--- src/rtl/lib_arbiter_pkg.sv ---
// -----------------------------------------------------------------------------
// lib_arbiter_pkg
// Shared geometry and widths for the two-level pixel event arbiter.
//   ROWS x COLS pixel array, tiled into GRP_ROWS x GRP_COLS groups.
//   NUM_GRP  : number of groups (row-major group index)
//   GRP_SIZE : pixels per group (row-major pixel index inside a group)
//   WIDTH    : event word width; grows by TS_WIDTH when the build defines
//              PIXEL_TIMESTAMP_EN.
// Helper functions map (group, pixel-in-group) to array row/column.
// -----------------------------------------------------------------------------
package lib_arbiter_pkg;

  localparam int ROWS     = 8;
  localparam int COLS     = 8;
  localparam int POLARITY = 2;   // bit0 = ON, bit1 = OFF
  localparam int GRP_ROWS = 2;
  localparam int GRP_COLS = 2;

  localparam int GRP_PER_ROW = COLS / GRP_COLS;
  localparam int NUM_GRP     = (ROWS / GRP_ROWS) * GRP_PER_ROW;
  localparam int GRP_SIZE    = GRP_ROWS * GRP_COLS;

  localparam int ROW_W = (ROWS > 1) ? $clog2(ROWS) : 1;
  localparam int COL_W = (COLS > 1) ? $clog2(COLS) : 1;
  localparam int GRP_W = (NUM_GRP > 1) ? $clog2(NUM_GRP) : 1;
  localparam int PIX_W = (GRP_SIZE > 1) ? $clog2(GRP_SIZE) : 1;

  localparam int TS_WIDTH  = 16;
  localparam int EVT_WIDTH = ROW_W + COL_W + POLARITY;

`ifdef PIXEL_TIMESTAMP_EN
  localparam int WIDTH = TS_WIDTH + EVT_WIDTH;
`else
  localparam int WIDTH = EVT_WIDTH;
`endif

  typedef logic [ROWS-1:0][COLS-1:0][POLARITY-1:0] pix_req_t;
  typedef logic [ROWS-1:0][COLS-1:0]               pix_map_t;

  // Array row of pixel p inside group g.
  function automatic int pix_row(input int g, input int p);
    return (g / GRP_PER_ROW) * GRP_ROWS + (p / GRP_COLS);
  endfunction

  // Array column of pixel p inside group g.
  function automatic int pix_col(input int g, input int p);
    return (g % GRP_PER_ROW) * GRP_COLS + (p % GRP_COLS);
  endfunction

endpackage

--- src/rtl/rr_arbiter.sv ---
// -----------------------------------------------------------------------------
// rr_arbiter
// Combinational round-robin pick: first asserted request at or after ptr,
// wrapping round.
//   req : N request lines
//   ptr : starting index (must be < N)
//   gnt : one-hot grant (all zero when no request)
//   idx : index of the granted line (0 when no request)
// -----------------------------------------------------------------------------
module rr_arbiter #(
  parameter int N     = 4,
  parameter int IDX_W = (N > 1) ? $clog2(N) : 1
) (
  input  logic [N-1:0]     req,
  input  logic [IDX_W-1:0] ptr,
  output logic [N-1:0]     gnt,
  output logic [IDX_W-1:0] idx
);

  logic             found;
  logic [IDX_W:0]   cand;   // one extra bit so ptr + k cannot overflow

  always_comb begin
    gnt   = '0;
    idx   = '0;
    found = 1'b0;
    cand  = '0;
    for (int k = 0; k < N; k++) begin
      cand = {1'b0, ptr} + (IDX_W+1)'(k);
      if (cand >= (IDX_W+1)'(N)) begin
        cand = cand - (IDX_W+1)'(N);
      end
      if (!found && req[cand[IDX_W-1:0]]) begin
        found                 = 1'b1;
        gnt[cand[IDX_W-1:0]]  = 1'b1;
        idx                   = cand[IDX_W-1:0];
      end
    end
  end

endmodule

--- src/rtl/top_pixel_hierarchy.sv ---
// -----------------------------------------------------------------------------
// top_pixel_hierarchy
// Two-level event arbiter between an event-camera pixel array and the readout.
// Level 2 round-robins over pixel groups and locks one; level 1 round-robins
// over the pixels of the locked group, one grant per cycle, until drained.
//
// Ports
//   clk_i             : clock, rising edge
//   reset_i           : synchronous active-high reset
//   req_i             : per-pixel request, [row][col][polarity]
//   gnt_out_o         : one-hot grant pulse, [row][col]
//   grp_release_out_o : pulses with the grant that empties the locked group
//   data_out_o        : event word {row, col, polarity}, row in MSBs
//
// Build option: PIXEL_TIMESTAMP_EN prepends a free-running TS_WIDTH-bit
// cycle counter to data_out_o, captured on the grant edge.
// -----------------------------------------------------------------------------
module top_pixel_hierarchy
  import lib_arbiter_pkg::*;
(
  input  logic                                     clk_i,
  input  logic                                     reset_i,
  input  logic [ROWS-1:0][COLS-1:0][POLARITY-1:0]  req_i,
  output logic [ROWS-1:0][COLS-1:0]                gnt_out_o,
  output logic                                     grp_release_out_o,
  output logic [WIDTH-1:0]                         data_out_o
);

  // Registered state
  pix_map_t            gnt_reg, gnt_next;
  logic                rel_reg, rel_next;
  logic [WIDTH-1:0]    data_reg, data_next;
  logic                locked_reg, locked_next;
  logic [GRP_W-1:0]    lock_grp_reg, lock_grp_next;
  logic [GRP_W-1:0]    l2_ptr_reg, l2_ptr_next;
  logic [PIX_W-1:0]    l1_ptr_reg, l1_ptr_next;

  // Request fabric
  pix_map_t                          act_pix;
  logic [NUM_GRP-1:0][GRP_SIZE-1:0]  grp_req;
  logic [NUM_GRP-1:0]                grp_any;

  // Arbiter interconnect
  logic [NUM_GRP-1:0]   l2_gnt;
  logic [GRP_W-1:0]     l2_idx;
  logic [GRP_SIZE-1:0]  l1_req;
  logic [GRP_SIZE-1:0]  l1_gnt;
  logic [PIX_W-1:0]     l1_idx;
  logic                 use_lock;
  logic                 any_req;
  logic                 grp_drained;
  logic [GRP_W-1:0]     sel_grp;
  logic [ROW_W-1:0]     grant_row;
  logic [COL_W-1:0]     grant_col;
  logic [EVT_WIDTH-1:0] evt_word;

`ifdef PIXEL_TIMESTAMP_EN
  logic [TS_WIDTH-1:0]  ts_reg;

  always_ff @(posedge clk_i) begin
    if (reset_i) begin
      ts_reg <= '0;
    end else begin
      ts_reg <= ts_reg + TS_WIDTH'(1);
    end
  end
`endif

  // A pixel granted last cycle is masked so its one-cycle drop latency
  // cannot produce a duplicate grant.
  for (genvar gi = 0; gi < ROWS; gi++) begin : g_row
    for (genvar gj = 0; gj < COLS; gj++) begin : g_col
      assign act_pix[gi][gj] = (|req_i[gi][gj]) & ~gnt_reg[gi][gj];
    end
  end

  // Regroup the masked requests as [group][pixel-in-group], both row-major.
  for (genvar gi = 0; gi < NUM_GRP; gi++) begin : g_grp
    for (genvar gp = 0; gp < GRP_SIZE; gp++) begin : g_pix
      localparam int PR = pix_row(gi, gp);
      localparam int PC = pix_col(gi, gp);
      assign grp_req[gi][gp] = act_pix[PR][PC];
    end
    assign grp_any[gi] = |grp_req[gi];
  end

  // Level 2: next group after the last one served.
  rr_arbiter #(
    .N     (NUM_GRP),
    .IDX_W (GRP_W)
  ) u_l2_arb (
    .req (grp_any),
    .ptr (l2_ptr_reg),
    .gnt (l2_gnt),
    .idx (l2_idx)
  );

  // Stay on the locked group while it still has work; otherwise take the
  // level-2 pick in the same cycle so there is no bubble between groups.
  assign use_lock = locked_reg & grp_any[lock_grp_reg];
  assign any_req  = |l2_gnt;
  assign sel_grp  = use_lock ? lock_grp_reg : l2_idx;
  assign l1_req   = grp_req[sel_grp];

  // Level 1: pixel inside the selected group.
  rr_arbiter #(
    .N     (GRP_SIZE),
    .IDX_W (PIX_W)
  ) u_l1_arb (
    .req (l1_req),
    .ptr (l1_ptr_reg),
    .gnt (l1_gnt),
    .idx (l1_idx)
  );

  // Group is drained when the pixel being granted is its last masked request.
  assign grp_drained = ~|(l1_req & ~l1_gnt);

  always_comb begin
    grant_row = ROW_W'(pix_row(int'(sel_grp), int'(l1_idx)));
    grant_col = COL_W'(pix_col(int'(sel_grp), int'(l1_idx)));
    evt_word  = {grant_row, grant_col, req_i[grant_row][grant_col]};
  end

  // Next-state logic
  always_comb begin
    gnt_next      = '0;
    rel_next      = 1'b0;
    data_next     = data_reg;
    locked_next   = locked_reg;
    lock_grp_next = lock_grp_reg;
    l2_ptr_next   = l2_ptr_reg;
    l1_ptr_next   = l1_ptr_reg;

    if (any_req) begin
      gnt_next[grant_row][grant_col] = 1'b1;
`ifdef PIXEL_TIMESTAMP_EN
      data_next = {ts_reg, evt_word};
`else
      data_next = evt_word;
`endif
      l1_ptr_next = (l1_idx == PIX_W'(GRP_SIZE - 1)) ? '0 : l1_idx + PIX_W'(1);

      if (grp_drained) begin
        rel_next    = 1'b1;
        locked_next = 1'b0;
        l2_ptr_next = (sel_grp == GRP_W'(NUM_GRP - 1)) ? '0 : sel_grp + GRP_W'(1);
      end else begin
        locked_next   = 1'b1;
        lock_grp_next = sel_grp;
      end
    end
  end

  // State register
  always_ff @(posedge clk_i) begin
    if (reset_i) begin
      gnt_reg      <= '0;
      rel_reg      <= 1'b0;
      data_reg     <= '0;
      locked_reg   <= 1'b0;
      lock_grp_reg <= '0;
      l2_ptr_reg   <= '0;
      l1_ptr_reg   <= '0;
    end else begin
      gnt_reg      <= gnt_next;
      rel_reg      <= rel_next;
      data_reg     <= data_next;
      locked_reg   <= locked_next;
      lock_grp_reg <= lock_grp_next;
      l2_ptr_reg   <= l2_ptr_next;
      l1_ptr_reg   <= l1_ptr_next;
    end
  end

  assign gnt_out_o         = gnt_reg;
  assign grp_release_out_o = rel_reg;
  assign data_out_o        = data_reg;

endmodule

--- config.mk ---
export PLATFORM = sky130hd
export DESIGN_NAME = top_pixel_hierarchy
export DESIGN_NICKNAME = d
export VERILOG_FILES = /design/src/rtl/lib_arbiter_pkg.sv /design/src/rtl/rr_arbiter.sv /design/src/rtl/top_pixel_hierarchy.sv
export SDC_FILE = /design/constraint.sdc
export NUM_CORES = 1
export LEC_CHECK = 0
export CAP_MARGIN = 20
export CORE_MARGIN = 10
export CORE_UTILIZATION = 45
export CTS_CLUSTER_DIAMETER = 100
export DETAILED_ROUTE_END_ITERATION = 10
export DONT_BUFFER_PORTS = 1
export PLACE_DENSITY_LB_ADDON = 0.1
export SLEW_MARGIN = 20
export SYNTH_ARGS = -nofsm -noshare
export SYNTH_HDL_FRONTEND = slang
export SYNTH_SLANG_ARGS = --single-unit
--- constraint.sdc ---
create_clock -name clk_i -period 16.9 [get_ports clk_i]
set_input_delay 1.69 -clock clk_i [delete_from_list [all_inputs] [get_ports clk_i]]
set_output_delay 1.69 -clock clk_i [all_outputs]
set_load 0.01 [all_outputs]
==> results.txt <==
first-pass GRT wire length: 62,210 um
CP endpoint kind: flop
gr usage total: 30.47%
number of synthesized register bits: 84
Worst Hold Class: reg2reg
NumNets Final: 1,236
layout cells sized above 1: 12.66%
Synth Warn #: 0
Post-DP HPWL: 33,340 um
peak supply drop: 0.0001288 V
Worst Skew: 0.01627 ns
Inst Count DP: 1,344
# IOs: 203
CTS tree: done
Critical Path Start Type: input port
register share of total power: 11.6%
Post-Syn Area: 9220 um2
Crit path top cell by count: a211oi_1
Worst-path clk slew: 0.08 ns
Crit path buffers/inverters: 2
via count: 9,791
Chip Width: 163.1 um
fin cells: 1,360
Mapped Cells: 1,127
net switching power: 1286 uW
Area Growth Syn to Fin: 4.112%
crit-path cells: o21bai_1 -> nand4_1 -> mux2i_1 -> nor2_1 -> nor4_1 -> nand3b_1 -> nor3_1 -> and2_1 -> a32oi_1 -> nand2_1 -> o211a_1 -> clkinv_1 -> mux4_2 -> a2111oi_0 -> a211oi_1 -> o32ai_4 -> buf_4 -> mux2_2 -> a22o_1 -> o311a_1 -> a211oi_1 -> o211ai_1
Synth top area share: 18.24%
Tcrit/Tclk final: 60.47%
Leak: 0.003313 uW
placed cell area: 9298 um2
initial DRC count: 1,112
Worst Tran Pin Value: 1.089 ns
Critical Path AT: 10.45 ns
GRT overflow: 0
Util after Layout: 47.59%
Core Area: 20,170 um2
initial antenna violation count: 0
largest stage delay on the critical path: 0.82 ns
Achievable Freq: 0.09784 GHz
Comb power frac: 78.9%
cell-internal power: 945.3 uW
FP Rows: 52
endpoints failing setup: 0
pin count of the biggest net entering global routing: 48
Remaining DRCs: 0
final instance area: 9599 um2
switch share: 57.64%
clock share of power: 9.4%
RSZ-0062 raised after global routing: no
RePlAce Congestion: 1.039
antenna viol nets, final: 0
insertion delay to the later sink of the worst-skew pair: 0.37 ns
Slew Limit Fails: 0
clk sink count: 84
Vias/cell: 7.199
drt pass-1 iters: 5
Initial Util: 45.71%
CP top delay family: compound AO/OA/AOI/OAI gates
H-tree lvl count: 3
root buffer cell: clkbuf_16
power density over cell area: 232.5 nW/um2
WS Path Type: in2reg
setup TNS: 0 ns
FILL cells: 2,052
max cap viols: 0
Die Ht: 163.1 um
# Post-CTS Setup Buffers: 0
Mapped Nets: 1,278
post-synthesis async set-or-reset flop share: 0%
top cells by area, synth: dfxtp_1, mux2i_1, mux4_2
status: finished clean
fin crit period: 10.22 ns
Yosys cell types: 111
Yosys top cell by area: dfxtp_1
Hold Buf Count CTS: 0
vias in the first global route: 9,509
Primary FF master, synth: dfxtp_1
total die area: 26,610 um2
required time of the critical path: 17.13 ns
relative slew slack: 27.37%
clock buffer count from CTS: 9
CP max FO: 47
Seq/Total Area, Yosys: 18.24%
PostCTS Resize Cnt: 0
Largest register FFs: 64
worst-case clock buffer depth: 2
Post-Syn Area per Cell: 8.181 um2
WL final: 42,240 um
Diodes inserted: 0
Worst path slowest cell: nor4_1
number of synthesized flops with an enable pin: 0
Port Buffers: 0
Worst R2R Setup Slack: 6.92 ns
Final Hold Fails: 0
Avg WL per Cell: 31.06 um
==> power groups by stage <==
stage	registers, uW	logic, uW	clock network, uW
2_1_floorplan	251	1300	0
3_3_place_gp	265	1720	0
3_5_place_dp	265	1700	0
4_1_cts	260	1710	210
5_1_grt	263	1870	218
6_report	260	1760	211
==> synth_stat cells, types with 21 or more instances <==
cell type	instances
a21oi_1	39
clkbuf_1	23
dfxtp_1	84
ha_1	21
mux2i_1	81
mux4_2	28
nand2_1	104
nand3_1	33
nor2_1	151
nor3_1	29
o21ai_0	25
o21bai_1	62
o22ai_1	23
==> layout by cell type, fill, tap and decap left out, types with 7 or more instances in the layout <==
| cell type | netlist | final |
|---|---|---|
| a211o_1 | 7 | 7 |
| a211oi_1 | 14 | 14 |
| a21o_1 | 8 | 8 |
| a21oi_1 | 39 | 39 |
| a22oi_1 | 13 | 13 |
| a31oi_1 | 11 | 11 |
| and3_1 | 16 | 16 |
| and4_1 | 9 | 9 |
| buf_4 | 11 | 12 |
| clkbuf_16 | 0 | 9 |
| dfxtp_1 | 84 | 84 |
| ha_1 | 21 | 21 |
| inv_1 | 18 | 18 |
| mux2_2 | 14 | 14 |
| mux2i_1 | 81 | 81 |
| mux4_2 | 28 | 28 |
| nand2_1 | 104 | 104 |
| nand3_1 | 33 | 33 |
| nand4_1 | 19 | 19 |
| nor2_1 | 151 | 151 |
| nor3_1 | 29 | 29 |
| nor4_1 | 8 | 8 |
| o211ai_1 | 18 | 18 |
| o21ai_0 | 25 | 25 |
| o21bai_1 | 62 | 62 |
| o221ai_1 | 12 | 12 |
| o22ai_1 | 23 | 23 |
| o2bb2ai_1 | 7 | 7 |
| or3_1 | 10 | 10 |
| xnor2_1 | 10 | 10 |
==> through the flow <==
step	total power [uW]	hold slack, ns	worst slack, ns
after detailed placement	1970	0.5492	6.628
final	2232	0.5535	6.680
after global placement	1981	0.5500	6.734
after CTS	2183	0.5617	6.979
after floorplan	1555	0.4850	9.524
after global routing	2352	0.5721	6.159
==> layout make-up <==
cell class                 instances  area (um2)  area share, %
sequential                        84        1682          17.52
timing repair buffer              12       90.09         0.9385
clock inverter                     7       76.32         0.7951
clock buffer                       9       225.2          2.346
inverter                          22       85.08         0.8863
multi-input combinational        956        7103          74.00
tap                              270       337.8          3.519
==> worst reg2reg max path: stages (launching register included) <==
cell and delay [ns]:
dfxtp_1 0.31, buf_4 0.40, inv_1 0.45, ha_1 0.58, inv_1 0.45, mux4_2 0.64, a222oi_1 0.49, o311a_2 0.38
nand3_4 0.14, or3_1 0.50, o211a_1 0.31, o31ai_4 0.61, and2_2 1.01, a221oi_1 0.29, a2111oi_0 0.48, a211oi_1 0.14
o32ai_4 0.58, buf_4 0.63, mux2_2 0.47, a22o_1 0.27, o311a_1 0.34, a211oi_1 0.26, o211ai_1 0.11
==> per-layer routing <==
layer | up-vias | part of all wire [%] | track usage, %
li1 | 4305 | - | -
met1 | 4670 | 36 | 36.28
met2 | 676 | 47 | 48.98
met3 | 140 | 12 | 9.162
met4 | 0 | 5.3 | 14.92
met5 | - | 0 | 0
==> path summary, 6_finish.rpt <==
kind	startpoint	to	cells after the start
setup / recovery	req_i[46]	data_out_o[0]$_SDFFE_PP0P_	22
hold / removal	data_out_o[2]$_SDFFE_PP0P_	data_out_o[2]$_SDFFE_PP0P_	2
setup reg to reg	l2_ptr_reg[2]$_SDFFE_PP0P_	data_out_o[0]$_SDFFE_PP0P_	22
hold reg to reg	data_out_o[2]$_SDFFE_PP0P_	data_out_o[2]$_SDFFE_PP0P_	2
==> cell families after synthesis <==
kind of cell | share of synthesized area, %
AND/OR/NAND/NOR | 22.32
flip-flops | 18.24
adder cells (fa/ha/maj) | 2.850
multiplexers | 17.65
buffers and inverters | 4.953
XOR/XNOR | 2.063
AO/OA/AOI/OAI | 31.92
(Power assumes the default switching activity.)
